[src/rtl/lfsr_word_packer.sv]
// LFSR byte packer: gathers BYTES_PER_WORD sampled LFSR bytes into a
// little-endian word and queues completed words in a first-word-fall-through
// FIFO behind a valid/ready port. Words that arrive while the FIFO is full
// are dropped and counted in a saturating counter.

// One byte lane of the pack accumulator.
module lfsr_word_packer_lane #(
  parameter int BYTE_W = 8
) (
  input  logic              clk,
  input  logic              reset,
  input  logic              clr,
  input  logic              we,
  input  logic [BYTE_W-1:0] d,
  output logic [BYTE_W-1:0] q
);
  // Lane register: cleared by reset or flush, loaded when its lane is addressed.
  always_ff @(posedge clk) begin
    if (reset || clr) q <= '0;
    else if (we)      q <= d;
  end
endmodule

module lfsr_word_packer #(
  parameter int BYTE_W         = 8,
  parameter int BYTES_PER_WORD = 4,
  parameter int FIFO_DEPTH     = 4,
  parameter int OVF_W          = 16,
  localparam int WORD_W = BYTE_W * BYTES_PER_WORD,
  localparam int IDX_W  = $clog2(BYTES_PER_WORD),
  localparam int PTR_W  = $clog2(FIFO_DEPTH),
  localparam int LVL_W  = PTR_W + 1
) (
  input  logic              clk,
  input  logic              reset,
  input  logic [BYTE_W-1:0] lfsr_out,
  input  logic              sample_en,
  input  logic              flush,
  output logic [WORD_W-1:0] word_data,
  output logic              word_valid,
  input  logic              word_ready,
  output logic [LVL_W-1:0]  fifo_level,
  output logic [IDX_W-1:0]  byte_idx,
  output logic [OVF_W-1:0]  overflow_cnt
);
  localparam logic [IDX_W-1:0] LAST_IDX = IDX_W'(BYTES_PER_WORD - 1);
  localparam logic [LVL_W-1:0] FULL_LVL = LVL_W'(FIFO_DEPTH);

  logic [BYTES_PER_WORD-1:0][BYTE_W-1:0] acc;
  logic [BYTES_PER_WORD-1:0][BYTE_W-1:0] new_word;
  logic [BYTES_PER_WORD-1:0]             lane_we;
  logic [FIFO_DEPTH-1:0][WORD_W-1:0]     mem;
  logic [PTR_W-1:0]                      wr_ptr, rd_ptr;
  logic [LVL_W-1:0]                      count;
  logic                                  complete, pop, push_ok, drop;

  // Lane array: lane g captures lfsr_out when byte_idx points at it.
  // The top lane of a completed word is taken straight from lfsr_out.
  for (genvar g = 0; g < BYTES_PER_WORD; g++) begin : g_lane
    assign lane_we[g] = sample_en && !flush && (byte_idx == IDX_W'(g));
    lfsr_word_packer_lane #(.BYTE_W(BYTE_W)) u_lane (
      .clk   (clk),
      .reset (reset),
      .clr   (flush),
      .we    (lane_we[g]),
      .d     (lfsr_out),
      .q     (acc[g])
    );
    if (g == BYTES_PER_WORD - 1) begin : g_top
      assign new_word[g] = lfsr_out;
    end else begin : g_low
      assign new_word[g] = acc[g];
    end
  end

  // Handshake decode; flush overrides both sampling and popping.
  assign complete = sample_en && !flush && (byte_idx == LAST_IDX);
  assign pop      = word_valid && word_ready && !flush;
  assign push_ok  = complete && ((count != FULL_LVL) || pop);
  assign drop     = complete && (count == FULL_LVL) && !pop;

  // FIFO head drives the output directly; forced to zero while empty.
  assign word_valid = (count != '0);
  assign word_data  = word_valid ? mem[rd_ptr] : '0;
  assign fifo_level = count;

  // Byte index, FIFO storage/pointers/count and the drop counter.
  always_ff @(posedge clk) begin
    if (reset) begin
      byte_idx     <= '0;
      wr_ptr       <= '0;
      rd_ptr       <= '0;
      count        <= '0;
      overflow_cnt <= '0;
      for (int i = 0; i < FIFO_DEPTH; i++) mem[i] <= '0;
    end else if (flush) begin
      byte_idx <= '0;
      wr_ptr   <= '0;
      rd_ptr   <= '0;
      count    <= '0;
    end else begin
      if (sample_en) byte_idx <= byte_idx + 1'b1;
      if (push_ok) begin
        mem[wr_ptr] <= new_word;
        wr_ptr      <= wr_ptr + 1'b1;
      end
      if (pop) rd_ptr <= rd_ptr + 1'b1;
      case ({push_ok, pop})
        2'b10:   count <= count + 1'b1;
        2'b01:   count <= count - 1'b1;
        default: count <= count;
      endcase
      if (drop && (overflow_cnt != '1)) overflow_cnt <= overflow_cnt + 1'b1;
    end
  end
endmodule
[config.mk]
export PLATFORM = sky130hd
export DESIGN_NAME = lfsr_word_packer
export DESIGN_NICKNAME = d
export VERILOG_FILES = /design/src/rtl/lfsr_word_packer.sv
export SDC_FILE = /design/constraint.sdc
export NUM_CORES = 1
export LEC_CHECK = 0
export BUFFER_PORTS_ARGS = -buffer_cell sky130_fd_sc_hd__buf_2
export CAP_MARGIN = 20
export CORE_MARGIN = 8
export CORE_UTILIZATION = 55
export DETAILED_ROUTE_END_ITERATION = 8
export GPL_ROUTABILITY_DRIVEN = 0
export MAX_ROUTING_LAYER = met4
export PLACE_DENSITY = 0.81
export SETUP_SLACK_MARGIN = 0.4
export SYNTH_ARGS = -nofsm -noshare
export SYNTH_HDL_FRONTEND = slang
export SYNTH_SLANG_ARGS = --single-unit
[constraint.sdc]
create_clock -name clk -period 2.44 [get_ports clk]
set_clock_uncertainty 0.1 [all_clocks]
set_input_delay 0.122 -clock clk [delete_from_list [all_inputs] [get_ports clk]]
set_output_delay 0.122 -clock clk [all_outputs]
set_load 0.01 [all_outputs]
==> results.yml, run 1 <==
sta:
  setup_viol: 0
  period_needed_ns: 2.10
  slew_headroom_pct: 49.7
  setup_tns_ns: 0
  rsz0062_at_grt: "true"
  report.final.hold_viol_count: 0
  fmax_mhz: 476
  drv_slew: 0
  worstMarginPinSlew_ns: 0.753
  finalCritPeriodShare_pct: 86.2
  worst_slack_ns: 0.337
  finalHoldWorstSlack_ns: 0.133
detailed_routing:
  avgRoutedWirePerCell_um: 18.2
  ant_nets: 0
  routed_wirelength_um: 21000
  drt_drc_violations_left: 0
  drt_iter0_drc: 708
  drtPass1Iterations: 5
  vias: 6910
  detail_route.vias_per_cell: 5.98
die:
  fp.dieH_um: 136
  io_pins: 67
  die_x_um: 136
  die_area_mm2: 0.0185
  start_util_pct: 55.5
  core_region_area_mm2: 0.0143
  row_count: 44
run:
  cap_violations: 0
logic_synthesis:
  yosysSeqAreaShare_pct: 44.6
  yosys_warnings: 0
  async_reset_ff_share_pct: 0
  synth.ff_latch_count: 177
  syn_area_mm2: 0.00794
  syn_area_per_cell_um2: 8.62
  synth-edff-count: 0
  yosys_most_used_dff: "dfxtp_1"
  postSynthNetCount: 944
  ys_types: 48
  synth_cells: 921
grt:
  grt_pass1_vias: 6657
  grt_pass1_wl_um: 34200
  use_met1_pct: 29.6
  antenna_found_initial: 0
  overflow: 0
  grt_usage_pct: 23.9
  busiest_layer: "met2"
  met2_usage_pct: 38.1
  grt_max_degree: 69
  use_met3_pct: 4.47
setup_path:
  end_kind: "output port"
  start_kind: "flop"
  critPathBufInv: 2
  required_ns: 2.22
  crit_type: "reg2out"
  arrival_ns: 1.88
  critPathMaxStageDelay_ns: 0.52
  path_cells: "buf_12 > mux4_2 > and2_1 > buf_2"
  critPathMaxFanout: 11
  crit_path_top_delay_cell: "mux4_2"
  critical_path.top_delay_family: "multiplexers"
clock_tree:
  tritoncts_num_sinks: 177
  path_clk_slew_ns: 0.06
  cts_buffers: 17
  cts_tree: "done"
  cts_buffer_depth: 2
  insertion_delay_ns: 0.43
  htreeDepth: 4
  cts_root_buffer: "clkbuf_16"
power:
  p_total_mw: 5.46
  p_per_area_mw_per_mm2: 594
  p_sw_share_pct: 21.0
  leakagePower_nw: 3.15
  p_comb_share_pct: 2.6
  seqPwrFrac_pct: 53.2
  power.switching_mw: 1.14
  p_clk_share_pct: 44.2
  internal-power_mw: 4.31
  vdd_drop_max_uv: 470
final_layout:
  drive_gt1_share_pct: 19.2
  design_area_mm2: 0.00919
  fillCellCount: 1205
  nets: 989
  area_delta_synth_final_pct: 15.8
  insertedDiodeCount: 0
place:
  placed_area_mm2: 0.00837
  place_ws_ns: 0.262
  port_buffers: 66
  dp_hpwl_um: 12400
status:
  status: "finished, final reports clean"
worst_hold_path:
  hold_class: "in2reg"
registers in the layout, indices dropped and copies added (netlist names):
signal,cells
wr_ptr,2
rd_ptr,2
overflow_cnt,16
mem,128
g_lane.u_lane.q,24
byte_idx,2
fifo_level,3
worst reg2reg max path: cells and delay by family, from the launching register on:
kind / cells / cell delay (ns)
muxes: 1 / 0.37
DFF: 1 / 0.45
and+or+nand+nor: 3 / 0.95
layout make-up:
cell class / count / area, um^2 / area share [%]
clock buffer: 21 / 450 / 4.90
inverter: 11 / 41.3 / 0.449
clock inverter: 3 / 40.0 / 0.436
timing repair buffer: 110 / 806 / 8.77
sequential: 177 / 3560 / 38.7
multi-input combinational: 649 / 4070 / 44.2
tap: 184 / 230 / 2.51
metrics by stage:
step	instances	util, %
floorplan	921	-
global placement	1112	58.4
detailed placement	1112	58.4
CTS	1154	63.7
global route	1155	64.2
finish	1155	64.2
cell usage after synthesis, types with 2 or more instances:
cell type  number  area [um^2]
a211oi_1        2         15.0
a21oi_1       164          821
and2_1         32          200
and3_1          2         12.5
and4_1          2         17.5
buf_1          12         45.0
buf_2          22          110
buf_4          11         82.6
clkbuf_1       39          146
dfxtp_1       177         3540
ha_1            9          113
inv_1          11         41.3
mux2_1          2         22.5
mux2_2          2         22.5
mux2i_1         4         40.0
mux4_2         32          721
nand2_1       162          608
nand3_1       160          801
nand4_1         3         18.8
nand4_2         2         25.0
nor2_1         12         45.0
nor2b_1         6         37.5
nor3_1          3         15.0
nor4_1          4         25.0
o211ai_2        4         50.1
o21ai_0         2         10.0
o31ai_1         7         52.6
or3_1           4         25.0
or4_1           8         60.1
xnor2_1         2         17.5
xor2_1          2         17.5
metal layers:
layer | wire length (um) | vias up | share of wire, %
met1 | 8830 | 3312 | 42
met4 | 488 | 0 | 2.3
met3 | 1340 | 49 | 6.4
li1 | - | 3317 | -
met5 | 0 | - | 0
met2 | 10400 | 232 | 49
kinds of logic after synthesis:
family,share of synthesized area [%]
DFF,44.6
adders and majority gates,1.67
AOI/OAI and AO/OA,12.7
muxes,10.2
xor gates and xnor gates,0.441
and+or+nand+nor,25.1
buffers and inverters,5.36
worst paths after layout:
check | from | end | slack (ns) | depth (start not counted)
max | rd_ptr[1] | word_data[23] | 0.34 | 4
min | word_ready | overflow_cnt[6] | 0.13 | 5
max reg2reg | overflow_cnt[2] | overflow_cnt[15] | 0.46 | 4
min reg2reg | mem[59] | mem[59] | 0.35 | 2
timing repair:
item | CTS | global route
hold endpoints to repair | 65 | 0
hold buffers | 11 | 0
gates resized for setup | 14 | 18
setup endpoints to repair | 174 | 77
pin swaps | 2 | 3
setup buffers | 5 | 1
gates cloned | 2 | 0
cell usage in the layout, fill, tap and decap left out, types with 2 or more instances in the layout:
cell,n
xnor2_1,2
nor3_4,2
buf_4,25
nand2_1,161
buf_6,2
nand3_1,160
ha_1,8
mux2_2,2
and2_1,32
inv_1,10
nor3b_2,2
dfxtp_4,2
nand4_1,3
nor2b_1,5
clkbuf_1,3
nor4_2,4
buf_2,65
and4_1,2
mux4_2,32
o211ai_2,4
o31ai_1,7
clkbuf_16,17
a211oi_1,2
xor2_1,2
a21oi_1,163
and3_1,2
o21ai_0,2
mux2i_1,4
dlygate4sd3_1,11
nor2_1,12
dfxtp_1,171
or4_1,8
or3_1,4
dfxtp_2,4
mux2_1,2
clkinv_2,2
buf_12,5
power by group through the flow:
stage	registers, mW	logic, mW	clock network [mW]
global placement	2.97	0.125	0
global route	2.90	0.155	2.55
CTS	2.90	0.139	2.43
finish	2.90	0.144	2.41
floorplan	2.96	0.0751	0
detailed placement	2.97	0.125	0
(Power assumes the default switching activity.)
==> run 2, diff against run 1 <==
Settings changed: CORE_MARGIN 8 to default.
==> run 2 against run 1 <==
Against the previous run:
- first-iteration DRC count grew 5.5%
- total power rose by 6.5%
- non-clock buffer count is 4 higher
- design area is 0.87% higher
- clock power is 15% higher
- critical path type unchanged
==> results.yml, run 2 (synthesized netlist as in run 1, its figures left out) <==
status:
  status: "finished, final reports clean"
final_layout:
  largest_reg_flops: 128
  drive_gt1_share_pct: 19.8
  design_area_mm2: 0.00927
  seq_area_mm2: 0.00356
  top_regs: "mem (128), g_lane.u_lane.q (24), overflow_cnt (16)"
  multi_input_area_mm2: 0.00402
  largest-register: "mem"
  nets: 993
  stdcell_count: 1162
  post-route-util_pct: 66.3
  insertedDiodeCount: 0
  mostFrequentLayoutCell: "dfxtp_1"
  area_delta_synth_final_pct: 16.8
  layout_common_cells: "173 x dfxtp_1, 163 x a21oi_1, 161 x nand2_1, 160 x nand3_1, 65 x buf_2"
  fillCellCount: 1153
sta:
  finalCritPeriodShare_pct: 87.1
  fmax_mhz: 471
  drv_slew: 0
  finalHoldWorstSlack_ns: 0.201
  slew_headroom_pct: 52.1
  report.final.hold_viol_count: 0
  period_needed_ns: 2.12
  setup_tns_ns: 0
  rsz0062_at_grt: "true"
  worstMarginPinSlew_ns: 0.717
  setup_viol: 0
power:
  leakagePower_nw: 3.19
  p_sw_share_pct: 21.1
  p_clk_share_pct: 47.6
  power.switching_mw: 1.23
  p_per_area_mw_per_mm2: 627
  vdd_drop_max_uv: 559
  internal-power_mw: 4.58
  seqPwrFrac_pct: 49.9
  p_comb_share_pct: 2.5
grt:
  use_met3_pct: 5.29
  grt_pass1_vias: 6718
  met2_usage_pct: 49.0
  grt_usage_pct: 30.4
  grt_pass1_wl_um: 34100
  grt_max_degree: 69
  use_met1_pct: 38.1
  overflow: 0
  busiest_layer: "met2"
  antenna_found_initial: 0
clock_tree:
  tritoncts_num_sinks: 177
  htreeDepth: 4
  insertion_delay_ns: 0.42
  path_clk_slew_ns: 0.07
  cts_tree: "done"
  cts_buffer_depth: 2
  cts_root_buffer: "clkbuf_16"
  cts_buffers: 17
detailed_routing:
  drtPass1Iterations: 5
  ant_nets: 0
  avgRoutedWirePerCell_um: 18.0
  drt_iter0_drc: 747
  vias: 7097
  detail_route.vias_per_cell: 6.11
  drt_drc_violations_left: 0
  routed_wirelength_um: 20900
die:
  fp.dieH_um: 122
  die_x_um: 122
  core_region_area_mm2: 0.0140
  row_count: 43
  start_util_pct: 56.7
  io_pins: 67
  die_area_mm2: 0.0149
setup_path:
  end_kind: "output port"
  start_kind: "flop"
  crit_type: "reg2out"
  required_ns: 2.22
  worst-r2r-cell-count: 7
  arrival_ns: 1.90
  critPathMaxFanout: 10
place:
  dp_hpwl_um: 12300
  placed_area_mm2: 0.00839
  placed_cells: 1110
  port_buffers: 66
worst_hold_path:
  hold_depth: 5
  hold_class: "in2reg"
run:
  cap_violations: 0
==> run 2: cell types whose count changed in the layout (fill, tap and decap cells not counted), sizes merged <==
cell,delta
buf,+5
bufbuf,-1
bufinv,+2
clkbuf,-1
clkinv,+4
clkinvlp,+1
inv,+1
==> run 2: repair_timing <==
| item | CTS | global route |
|---|---|---|
| hold buffers | 11 | 0 |
| cloned | 1 | 0 |
| buffers inserted | 6 | 3 |
| gates resized for setup | 9 | 15 |
| endpoints found under the hold margin | 65 | 0 |
| pin swaps | 1 | 4 |
| setup endpoints to repair | 166 | 111 |
==> run 2: power by group through the flow <==
stage               sequential (mW)  combinational, mW  clock (mW)
detailed placement             2.97              0.129           0
global route                   2.90              0.158        2.92
finish                         2.90              0.148        2.76
CTS                            2.90              0.144        2.78
global placement               2.97              0.129           0
floorplan                      2.96             0.0751           0
==> run 2: final timing paths <==
path,from,endpoint,slack (ns)
min reg2reg,mem[59],mem[59],0.35
max reg2reg,byte_idx[0],fifo_level[2],0.48
max,rd_ptr[1],word_data[20],0.32
min,word_ready,overflow_cnt[8],0.20
==> run 2: cell type report <==
class / instances / area share, %
clock inverters: 11 / 1.47
clock buffers: 20 / 4.93
repair buffers: 114 / 8.95
well taps: 180 / 2.43
flip-flops and latches: 177 / 38.4
inverters: 11 / 0.445
multi-input cells: 649 / 43.4
==> run 2: stage by stage <==
step / power (mW) / worst slack (ns)
6_report: 5.81 / 0.315
5_1_grt: 5.97 / 0.274
4_1_cts: 5.83 / 0.310
3_3_place_gp: 3.09 / 0.314
3_5_place_dp: 3.09 / 0.267
2_1_floorplan: 3.04 / 0.446
==> run 2: critical path: stages, from the launching register on <==
cell,delay [ns]
dfxtp_4,0.43
buf_12,0.18
mux4_2,0.53
and2_1,0.20
buf_2,0.14
==> run 2: layer usage <==
layer	up-vias	wire length [um]	share of wire, %
met5	-	0	0
met4	0	535	2.6
met3	34	1590	7.6
met2	304	10300	49
met1	3417	8480	41
li1	3342	-	-
